File: config.mk
export PLATFORM = sky130hd
export DESIGN_NAME = regfile_psr
export DESIGN_NICKNAME = d
export VERILOG_FILES = /design/src/rtl/regfile_psr_pkg.sv /design/src/rtl/regfile_psr_psr_reg.sv /design/src/rtl/regfile_psr.sv
export SDC_FILE = /design/constraint.sdc
export NUM_CORES = 1
export LEC_CHECK = 0
export BUFFER_PORTS_ARGS = -buffer_cell sky130_fd_sc_hd__buf_2
export CORE_ASPECT_RATIO = 0.8
export CORE_MARGIN = 2
export CORE_UTILIZATION = 60
export DETAILED_ROUTE_END_ITERATION = 6
export GPL_ROUTABILITY_DRIVEN = 1
export HOLD_SLACK_MARGIN = 0.15
export PLACE_DENSITY_LB_ADDON = 0.2
export SYNTH_ARGS = -nofsm -noshare
export SYNTH_HDL_FRONTEND = slang
export SYNTH_SLANG_ARGS = --single-unit
File: constraint.sdc
create_clock -name clk -period 3 [get_ports clk]
set_input_delay 0.15 -clock clk [delete_from_list [all_inputs] [get_ports clk]]
set_output_delay 0.15 -clock clk [all_outputs]
set_load 0.02 [all_outputs]
File: src/rtl/regfile_psr_pkg.sv
// Shared definitions for the register file / PSR slice: datapath widths,
// PSR flag bit positions, ALU opcode constants and the masked flag merge.
package regfile_psr_pkg;

  localparam int DATA_W  = 16;
  localparam int REG_CNT = 16;
  localparam int ADDR_W  = 4;
  localparam int FLAG_W  = 5;

  // Flag bit positions, shared by the ALU flag bus and the PSR.
  localparam int FLAG_C = 0;  // carry
  localparam int FLAG_L = 1;  // unsigned less-than
  localparam int FLAG_F = 2;  // signed overflow
  localparam int FLAG_Z = 3;  // zero
  localparam int FLAG_N = 4;  // negative

  typedef logic [DATA_W-1:0] data_t;
  typedef logic [ADDR_W-1:0] addr_t;
  typedef logic [FLAG_W-1:0] flags_t;

  // ALU opcode constants. The ALU lives outside this slice; the values are
  // kept here so the decoder and the datapath agree on one encoding.
  localparam logic [3:0] ADD  = 4'h0;
  localparam logic [3:0] ADDU = 4'h1;
  localparam logic [3:0] ADDC = 4'h2;
  localparam logic [3:0] SUB  = 4'h3;
  localparam logic [3:0] SUBC = 4'h4;
  localparam logic [3:0] CMP  = 4'h5;
  localparam logic [3:0] AND  = 4'h6;
  localparam logic [3:0] OR   = 4'h7;
  localparam logic [3:0] XOR  = 4'h8;
  localparam logic [3:0] NOT  = 4'h9;
  localparam logic [3:0] MOV  = 4'hA;
  localparam logic [3:0] LSH  = 4'hB;
  localparam logic [3:0] RSH  = 4'hC;
  localparam logic [3:0] ALSH = 4'hD;
  localparam logic [3:0] ARSH = 4'hE;

  // Take each bit from fresh when its mask bit is set, else keep old.
  function automatic flags_t merge_flags(input flags_t old_flags,
                                         input flags_t fresh,
                                         input flags_t mask);
    return (old_flags & ~mask) | (fresh & mask);
  endfunction

endpackage

File: src/rtl/regfile_psr_psr_reg.sv
// psr_reg: 5-bit processor status register with per-bit update enables
// and synchronous active-high reset.
module psr_reg
  import regfile_psr_pkg::*;
(
  input  logic              clk,
  input  logic              reset,
  input  logic [FLAG_W-1:0] flags_in,
  input  logic [FLAG_W-1:0] flags_mask,
  output logic [FLAG_W-1:0] psr
);

  // Clear on reset, otherwise load only the masked-in flag bits.
  always_ff @(posedge clk) begin
    if (reset) begin
      psr <= '0;
    end else begin
      psr <= merge_flags(psr, flags_in, flags_mask);
    end
  end

endmodule

File: src/rtl/regfile_psr.sv
// regfile_psr: 16 x 16-bit general-purpose register file with two
// combinational read ports, one write port and the processor status
// register.
// Build option: define RF_BYPASS_EN to forward wr_data to a read port that
// addresses the register being written in the same cycle; without it a read
// returns the stored (pre-write) value.
module regfile_psr
  import regfile_psr_pkg::*;
(
  input  logic              clk,
  input  logic              reset,
  input  logic              wr_en,
  input  logic [ADDR_W-1:0] wr_addr,
  input  logic [DATA_W-1:0] wr_data,
  input  logic [FLAG_W-1:0] flags_in,
  input  logic [FLAG_W-1:0] flags_mask,
  input  logic [ADDR_W-1:0] rd_addr_a,
  input  logic [ADDR_W-1:0] rd_addr_b,
  output logic [DATA_W-1:0] rd_data_a,
  output logic [DATA_W-1:0] rd_data_b,
  output logic [FLAG_W-1:0] psr
);

  logic [DATA_W-1:0] regs [REG_CNT];

  // Per-register write decode. The decode is qualified by wr_en, so an
  // unknown wr_addr while wr_en is low never selects a register.
  always_ff @(posedge clk) begin
    if (reset) begin
      for (int i = 0; i < REG_CNT; i++) begin
        regs[i] <= '0;
      end
    end else begin
      for (int i = 0; i < REG_CNT; i++) begin
        if (wr_en && (wr_addr == ADDR_W'(i))) begin
          regs[i] <= wr_data;
        end
      end
    end
  end

`ifdef RF_BYPASS_EN
  logic hit_a;
  logic hit_b;

  // Write-through: a read that targets the register being written this
  // cycle sees the incoming data rather than the stored value.
  always_comb begin
    hit_a     = wr_en && !reset && (rd_addr_a == wr_addr);
    hit_b     = wr_en && !reset && (rd_addr_b == wr_addr);
    rd_data_a = hit_a ? wr_data : regs[rd_addr_a];
    rd_data_b = hit_b ? wr_data : regs[rd_addr_b];
  end
`else
  // Reads come straight from stored state; a write becomes visible on
  // the cycle after its edge.
  always_comb begin
    rd_data_a = regs[rd_addr_a];
    rd_data_b = regs[rd_addr_b];
  end
`endif

  psr_reg u_psr_reg (
    .clk        (clk),
    .reset      (reset),
    .flags_in   (flags_in),
    .flags_mask (flags_mask),
    .psr        (psr)
  );

endmodule

==> results.yml <==
logic_synthesis:
  synthesis.area_mm2: 0.0129
  synth.yosys.seq_area_share_pct: 60.4
  synth-warning-count: 0
  synth_fp_nets: 846
  post_synth_inst_count: 805
  netlist.top_cell.by_area: "edfxtp_1"
  synth_top_cell_area_share_pct: 59.6
  synth_area_per_cell_um2: 16.0
  synth.ff_latch_count: 261
  ys_types: 25
  yosys-top-cells-area: "edfxtp_1 (60%), mux4_2 (15%), mux4_1 (8.8%)"
setup_path:
  path_cells: "mux4_1 -> a22oi_1 -> nand2_1 -> buf_2"
  regToRegSetupSlack_ps: 1780
  timing.critical_path.slowest_stage_cell: "mux4_1"
  worstSetupEndpointType: "output port"
  cp-start-kind: "register"
  worst-endpoint-required_ps: 2850
  timing.setup.critical_path_class: "reg -> out"
  critical_path.endpoint: "rd_data_a[15]"
  critPathMaxFanout: 2
  r2r_cells: 3
  cpPeakStageDelay_ps: 520
  worst-endpoint-arrival_ps: 2110
  critical_path.startpoint: "regs[9][15]$_SDFFCE_PN0P_"
timing:
  layout_setup_ws_ps: 744
  finalMaxSlewViolations: 0
  finalSetupTns_ps: 0
  setup_viol: 0
  clock_skew_ps: 0
  rsz0062_at_grt: "no"
  timing.final.crit_share_pct: 75.2
  final_hold_viol_count: 0
  layout_min_cycle_time_ps: 2260
  fmax_mhz: 443
  max_slew.worst_pin.slew_ps: 1080
  relSlewSlack_pct: 28.0
final_layout:
  max_flop_register: "regs"
  layout_utilization_pct: 69.4
  layout.cell_area.non_filler_mm2: 0.0145
  antenna_cells_inserted: 0
  largest_reg_flops: 256
  final_nets: 925
  nFillCells: 1355
  final_layout_size_suffix_gt1_share_pct: 25.9
  areaGrowthSynthToFinish_pct: 12.3
  biggestRegsByFlops: "regs: 256 flops"
run_status:
  status: "finished, final reports clean"
floorplan:
  floorplan.core_area_mm2: 0.0209
  die_width_um: 168
  floorplan.io_pins: 78
  die_h_um: 135
  initial_core_util_pct: 61.8
  floorplan.die_area_mm2: 0.0227
  row_count: 47
route:
  routed-via-count: 8253
  drt.antenna.violating_nets: 0
  drt-initial-drc-count: 1141
  route.detailed.vias_per_inst: 7.04
  wirelength_um: 34400
  remaining_drc_errors: 0
  routed.top_layer: "met4"
  route.layer.met1.wl_um: 12800
  wl_met2_um: 16500
  met3_length_um: 4000
  wire_per_inst_um: 29.4
  detail_route.first_pass.iterations: 5
pwr:
  peakVddDrop_mv: 0.363
  pwr_density_cell_mw_per_mm2: 587
  design_power_total_w: 0.00850
  power.static_leakage_nw: 5.22
worst_hold_path:
  hold_path_class: "in -> reg"
  holdCritStartpoint: "wr_data[7]"
clock_network:
  cts_inserted_buffers: 26
  tritoncts: "built"
  cts_htree_levels: 1
  clk_lat_worst_skew_ps: 520
  clock_tree.root_cell: "clkbuf_16"
  clkSinkCount: 261
  clkTransAtPathRegs_ps: 60
  clk_path_buf_depth: 3
grt:
  vias_in_the_first_global_route: 8467
  grt_pass1_wl_um: 50800
  track_usage_pct: 31.1
  grt_max_degree: 65
  number_of_antenna_violations_at_the_first_check_in_global_routing: 0
  grt.overflow.total: 0
placement:
  place_hpwl_um: 20900
  dp_slack_ps: 866
  place_area_mm2: 0.0136
  place_congestion: 0.862
  numPortBuffers: 77
job:
  max_cap_check_violation_count: 0
## Yosys cell counts, drive strengths merged
master  count
edfxtp    256
nor2      168
mux4      128
a22oi      64
clkbuf     49
nand2      40
buf        26
nand2b     26
inv        17
nor2b       6
dfxtp       5
mux2i       5
o21bai      4
and2        2
and3b       2
nand3       2
a21o        1
a31o        1
nand4       1
nand4b      1
nor3b       1
## report_power, final
part / switching, W / internal, W
sequential: 0.000125 / 0.00428
clock: 0.00131 / 0.00165
combinational: 0.000640 / 0.000496
total: 0.00207 / 0.00643
## metal layers
metal	vias to the layer above	track usage, %
met4	0	10.7
met2	602	49.7
li1	3354	-
met3	95	7.33
met1	4202	43.3
met5	-	0
## layout by cell type, fill, tap and decap left out, drive strengths merged
| cell type | n |
|---|---|
| edfxtp | 256 |
| nor2 | 168 |
| mux4 | 128 |
| buf | 116 |
| a22oi | 64 |
| nand2 | 40 |
| clkbuf | 38 |
| nand2b | 26 |
| inv | 18 |
| dlygate4sd3 | 10 |
| clkinv | 8 |
| nor2b | 6 |
| mux2i | 5 |
| dfxtp | 5 |
| o21bai | 4 |
| and2 | 2 |
| and3b | 2 |
| nand3 | 2 |
| nor3b | 1 |
| a21o | 1 |
| a31o | 1 |
| nand4b | 1 |
| nand4 | 1 |
## per-stage QoR
step | std cells | hold WS [ps]
after floorplan | 805 | 297
after global placement | 1115 | 385
after detailed placement | 1115 | 395
after CTS | 1172 | 178
after global routing | 1172 | 232
final | 1172 | 210
## worst max-delay path: cells and delay by family (launching register included)
family	cells	cell delay (ps)
compound gates	1	300
mux	1	520
flops	1	400
simple gates	1	170
buf+inv	1	190
## logic make-up (layout without fill, tap and decap cells)
logic type	count (synthesis)	after routing	synth area share, %
multiplexers	133	133	24.0
flip-flops	261	261	60.4
AND/OR/NAND/NOR	249	249	8.13
AO/OA/AOI/OAI	70	70	4.09
buffers and inverters	92	190	3.37
## timing repair
action,CTS,global route
buffers inserted,0,0
gates resized for setup,0,0
hold endpoints to repair,5,0
hold buffers,10,0
## worst min path at each step
stage | endpoint | slack (ps) | cells after the start
floorplan | register | 300 | 2
global placement | register | 380 | 3
detailed placement | register | 400 | 3
CTS | register | 180 | 2
global route | register | 230 | 2
finish | regs[7][7]$_SDFFCE_PN0P_ | 210 | 3
## area by class of cell
| class | instances | area (um^2) | share of cell area [%] |
|---|---|---|---|
| timing repair buffer | 126 | 858 | 5.93 |
| multi-input combinational | 452 | 4670 | 32.3 |
| sequential | 261 | 7790 | 53.8 |
| clock buffer | 38 | 717 | 4.95 |
| tap | 269 | 337 | 2.32 |
| inverter | 17 | 63.8 | 0.441 |
| clock inverter | 9 | 43.8 | 0.302 |
(Power assumes the default switching activity.)
